`config.mk`:
```
export PLATFORM = sky130hd
export DESIGN_NAME = sr_bank_arbiter
export DESIGN_NICKNAME = d
export VERILOG_FILES = /design/src/rtl/sr_bank_arbiter.sv
export SDC_FILE = /design/constraint.sdc
export NUM_CORES = 1
export LEC_CHECK = 0
export ABC_AREA = 0
export CORE_MARGIN = 8
export CORE_UTILIZATION = 46
export CTS_BUF_LIST = sky130_fd_sc_hd__clkbuf_8
export CTS_CLUSTER_DIAMETER = 150
export DETAILED_ROUTE_END_ITERATION = 8
export GPL_TIMING_DRIVEN = 0
export HOLD_SLACK_MARGIN = 0.03
export PLACE_DENSITY_LB_ADDON = 0.15
export SYNTH_ARGS = -nofsm -noshare
export SYNTH_HDL_FRONTEND = slang
export SYNTH_SLANG_ARGS = --single-unit
```
`constraint.sdc`:
```
create_clock -name clk -period 1.9 [get_ports clk]
set_input_delay 0.475 -clock clk [delete_from_list [all_inputs] [get_ports clk]]
set_output_delay 0.475 -clock clk [all_outputs]
set_load 0.005 [all_outputs]
```
`src/rtl/sr_bank_arbiter.sv`:
```
// sr_bank_arbiter
//   Two-requester arbiter that writes single bits of an 8-bit SR flip-flop
//   bank. A granted write is converted into a one-cycle set or reset strobe
//   on the addressed bit, and a shadow copy of the bank state is kept in q.
//   Each transaction walks IDLE -> DRIVE -> ACK, one state per clock.
//   Simultaneous requests are resolved by a round-robin pointer.
//
// Ports
//   clk, rst_n         clock, asynchronous active-low reset
//   req0/req1          write requests
//   addr0/addr1        target bit index (3 bits)
//   d0/d1              value to store at the addressed bit
//   clr_all            (only with SR_BANK_CLEAR_ALL_EN) clear the whole bank
//   ack0/ack1          one-cycle completion pulse, asserted in ACK
//   s, r               per-bit set / reset strobes, asserted in DRIVE
//   q                  shadow of the bank state
//   busy               high while not in IDLE
//
// Configuration
//   SR_BANK_CLEAR_ALL_EN  adds clr_all. A clear sampled in IDLE beats both
//                         requests, strobes r = q, ends with q = 0, passes
//                         through ACK without an ack and leaves rr alone.

module sr_bank_arbiter (
  input  logic       clk,
  input  logic       rst_n,
  input  logic       req0,
  input  logic       req1,
  input  logic [2:0] addr0,
  input  logic [2:0] addr1,
  input  logic       d0,
  input  logic       d1,
`ifdef SR_BANK_CLEAR_ALL_EN
  input  logic       clr_all,
`endif
  output logic       ack0,
  output logic       ack1,
  output logic [7:0] s,
  output logic [7:0] r,
  output logic [7:0] q,
  output logic       busy
);

  typedef enum logic [1:0] {IDLE, DRIVE, ACK} state_t;

  state_t     state;
  logic       rr;      // requester that wins the next collision
  logic       gnt;     // requester owning the current transaction
  logic [2:0] a_q;     // latched address
  logic       d_q;     // latched data
  logic       clr_q;   // current transaction is a clear-all

  logic       clr_hit;
  logic       pick;
  logic [2:0] sel_a;
  logic       sel_d;
  logic [7:0] onehot;

`ifdef SR_BANK_CLEAR_ALL_EN
  assign clr_hit = clr_all;
`else
  assign clr_hit = 1'b0;
`endif

  // Grant decode: a lone request wins outright, a collision goes to rr.
  always_comb begin
    pick   = 1'b0;
    if (req0 && req1) pick = rr;
    else if (req1)    pick = 1'b1;
    sel_a  = pick ? addr1 : addr0;
    sel_d  = pick ? d1 : d0;
    onehot = 8'd1 << sel_a;
  end

  assign busy = (state != IDLE);

  // Strobes are registered on the IDLE->DRIVE edge from the current q; q
  // cannot change before DRIVE ends, so they match q as seen during DRIVE.
  always_ff @(posedge clk or negedge rst_n) begin
    if (!rst_n) begin
      state <= IDLE;
      rr    <= 1'b0;
      gnt   <= 1'b0;
      a_q   <= 3'd0;
      d_q   <= 1'b0;
      clr_q <= 1'b0;
      q     <= 8'h00;
      s     <= 8'h00;
      r     <= 8'h00;
      ack0  <= 1'b0;
      ack1  <= 1'b0;
    end else begin
      case (state)
        IDLE: begin
          s    <= 8'h00;
          r    <= 8'h00;
          ack0 <= 1'b0;
          ack1 <= 1'b0;
          if (clr_hit) begin
            clr_q <= 1'b1;
            r     <= q;
            state <= DRIVE;
          end else if (req0 || req1) begin
            clr_q <= 1'b0;
            gnt   <= pick;
            a_q   <= sel_a;
            d_q   <= sel_d;
            s     <= onehot & {8{ sel_d & ~q[sel_a]}};
            r     <= onehot & {8{~sel_d &  q[sel_a]}};
            state <= DRIVE;
          end
        end
        DRIVE: begin
          s <= 8'h00;
          r <= 8'h00;
          if (clr_q) begin
            q <= 8'h00;
          end else begin
            q[a_q] <= d_q;
            ack0   <= ~gnt;
            ack1   <= gnt;
            rr     <= ~gnt;
          end
          state <= ACK;
        end
        ACK: begin
          ack0  <= 1'b0;
          ack1  <= 1'b0;
          clr_q <= 1'b0;
          state <= IDLE;
        end
        default: state <= IDLE;
      endcase
    end
  end

endmodule

```
==> results of run 1 <==
power groups by stage:
stage	Clock [mW]	Sequential [mW]	Combinational, mW
after floorplan	0	1.11	0.606
after global placement	0	1.14	1.04
after detailed placement	0	1.15	1.06
after CTS	0.552	1.13	1.27
after global routing	0.582	1.16	1.38
final	0.541	1.14	1.29
per-layer routing:
| metal | wire length (um) | share of wire | GRT usage |
|---|---|---|---|
| met2 | 2180 | 0.50 | 0.282 |
| met3 | 369 | 0.084 | 0.0592 |
| met5 | 0 | 0 | 0 |
| met4 | 125 | 0.028 | 0.0789 |
| met1 | 1710 | 0.39 | 0.189 |
cell usage in the layout, fill, tap and decap left out, drive strengths merged:
cell type,count
o21a,4
clkinv,2
and2,1
clkdlybuf4s50,33
o41ai,4
o31a,1
or2,2
a32o,7
a22o,1
dfrtp,34
nor3b,2
o221a,2
a22oi,1
clkbuf,10
a221o,2
o21ai,12
buf,16
nand4,1
a21oi,1
nand2b,2
mux2,10
nand3b,2
dlygate4sd2,3
inv,3
nand2,16
nand3,6
nor2b,5
mux2i,5
nor2,9
nor3,5
metrics by stage:
stage               utilization  cell area (um^2)
floorplan                     -              1650
global placement          0.615              2080
detailed placement        0.613              2080
CTS                       0.708              2400
global route              0.711              2410
finish                    0.711              2410
cell families after synthesis:
group | Yosys count | synth area share
simple gates | 51 | 0.161
compound gates | 35 | 0.183
flops | 34 | 0.520
mux | 15 | 0.107
buf+inv | 9 | 0.0298
cell type report:
cell class / instances / area (um^2) / share of cell area
clock inverters: 2 / 8.76 / 0.00363
well taps: 46 / 57.6 / 0.0239
inverters: 3 / 12.5 / 0.00519
flip-flops and latches: 34 / 851 / 0.353
repair buffers: 50 / 509 / 0.211
plain buffers: 6 / 41.3 / 0.0171
multi-input cells: 101 / 847 / 0.352
clock buffers: 6 / 82.6 / 0.0343
critical path: stages, from the launching register on:
cell      delay, ns
dfrtp_1        0.41
nor2b_4        0.14
nand2b_4       0.17
buf_8          0.13
buf_6          0.12
mux2i_4        0.26
o221a_4        0.22
a22oi_4        0.08
buf_12         0.15
o41ai_4        0.30
final timing paths:
kind	cells after the start	slack, ns	to
max	9	-0.17	r[4]
min	1	0.25	q[2]
max reg2reg	9	-0.17	r[4]
min reg2reg	2	0.49	r[6]
max in group asynchronous	1	1.17	ack1
min in group clk	2	0.49	r[6]
flip-flops by register name, indices dropped and copies added (netlist names):
register / flops
ack1: 1
s: 8
state: 2
gnt: 1
a_q: 3
d_q: 1
r: 8
q: 8
ack0: 1
rr: 1
timing repair:
item,CTS,global route
gates cloned,2,0
pin swaps,8,1
resized for setup,32,2
setup buffers,10,0
setup endpoints to repair,18,16
==> flow_summary.toml, run 1 <==
[detailed_routing]
vias_per_cell = 5.58
ant_nets = 0
vias = 1383
drt_iter0_drc = 73
routedWlPerCell_um = 17.7
drc_errors = 0
dr.pass1.iters = 4
wl_um = 4390

[critical_path]
r2r_start = "rr"
cp.arrival_ns = 2.25
cp-startpoint = "rr"
cp_max_fo = 6
cp-start-kind = "flop"
worst_ep_required_time_ns = 2.08
end_kind = "flop"
critPathKind = "reg2reg"

[power_and_ir_drop]
sequentialPowerShare = 0.383
ir_drop_v = 0.000706
p_leak_nw = 1.04
p_total_mw = 2.96
power_switching_share = 0.351
comb_power_share = 0.434
intPower_mw = 1.92
clock_power_share = 0.183
p_sw_mw = 1.04
powerDensity_nw_per_um2 = 1230

[grt]
grt_pass1_vias = 1455
gr-total-overflow = 0
grt_pass1_wl_um = 7040
grt_usage = 0.169
grt_max_degree = 35
grt_antenna_before_repair = 0

[clock_tree]
cts-root-buf = "clkbuf_8"
clock_path_buffers = 2
cts_hold_buf = 0
cts_made_buffers = 5
numClockSinks = 34
clock_latency_ns = 0.28
clk_pin_slew_ns = 0.07
cts_tree = "built"
htreeDepth = 2

[synth]
syn-num-nets = 156
synth_top_area_share = 0.520
synth_seq_cells = 34
yosysUniqueCellTypes = 34
async_flop_share = 1.00
synth_edf_count = 0
synth_common_cells = "dfrtp_1 (34), nand2_1 (16), mux2_2 (10), o21ai_0 (10), nor2_1 (9)"
seq_area_frac_synth = 0.520
synth_ff_type = "dfrtp_1"
yosys.area.top_type = "dfrtp_1"
synthMostInstantiatedCell = "dfrtp_1"
syn_inst = 144
netlist_top_cells_area = "dfrtp_1 (52%), mux2_2 (6.9%), a32o_1 (4.3%), nand2_1 (3.7%), o21ai_0 (3.1%)"
avgSynthCellArea_um2 = 11.4
syn-cell-area_um2 = 1640
yosys_warnings = 0

[timing]
fin_ws_ns = -0.174
setup_viol = 16
maxSlewViolCount = 0
rsz0062_at_grt = "yes"
fin_crit_sh = 1.09
skew_ns = 0.00447
period_minus_slack_ns = 2.07
max_freq_mhz = 482
tightest_slew_ns = 0.745
hold_viol = 0
fin_setup_tns_ns = -2.08
hold-worst-slack_ns = 0.252
slew-limit-headroom = 0.503

[placed_design]
dp_hpwl_um = 2910
gp_congestion = 0.783
io_buffers = 38
dp_cells = 228
place_ws_ns = -0.946

[outcome]
violations = "negative setup slack"
outcome = "finished, violations left"

[cells_and_area]
synthToLayoutAreaGrowth_pct = 47.2
fill_cells = 248
antenna_cells = 0
layout.nets = 213
drive_gt1_frac = 0.257
fin_cells = 248

[floorplan]
die_area_um2 = 5720
io_pins = 39
fp-row-count = 21
chipHeight_um = 75.6
die_width_um = 75.6
initial_core_util = 0.483
coreArea_um2 = 3390

[worst_hold_path]
hp-class = "in2async"

[job]
cap_violations = 0
(Power assumes the default switching activity.)
==> run 2: changes to the inputs <==
--- a/config.mk
+++ b/config.mk
@@ -6,6 +6,7 @@
 export NUM_CORES = 1
 export LEC_CHECK = 0
 export ABC_AREA = 0
+export CAP_MARGIN = 5
 export CORE_MARGIN = 8
 export CORE_UTILIZATION = 46
 export CTS_BUF_LIST = sky130_fd_sc_hd__clkbuf_8
==> results of run 2 <==
The final DEF is identical to that of run 1; final timing and power are the same.
==> run 3: changes to the inputs <==
--- a/config.mk
+++ b/config.mk
@@ -15,6 +15,7 @@
 export GPL_TIMING_DRIVEN = 0
 export HOLD_SLACK_MARGIN = 0.03
 export PLACE_DENSITY_LB_ADDON = 0.15
+export SKIP_LAST_GASP = 1
 export SYNTH_ARGS = -nofsm -noshare
 export SYNTH_HDL_FRONTEND = slang
 export SYNTH_SLANG_ARGS = --single-unit
==> results of run 3 <==
The final DEF is identical to that of run 1; final timing and power are the same.
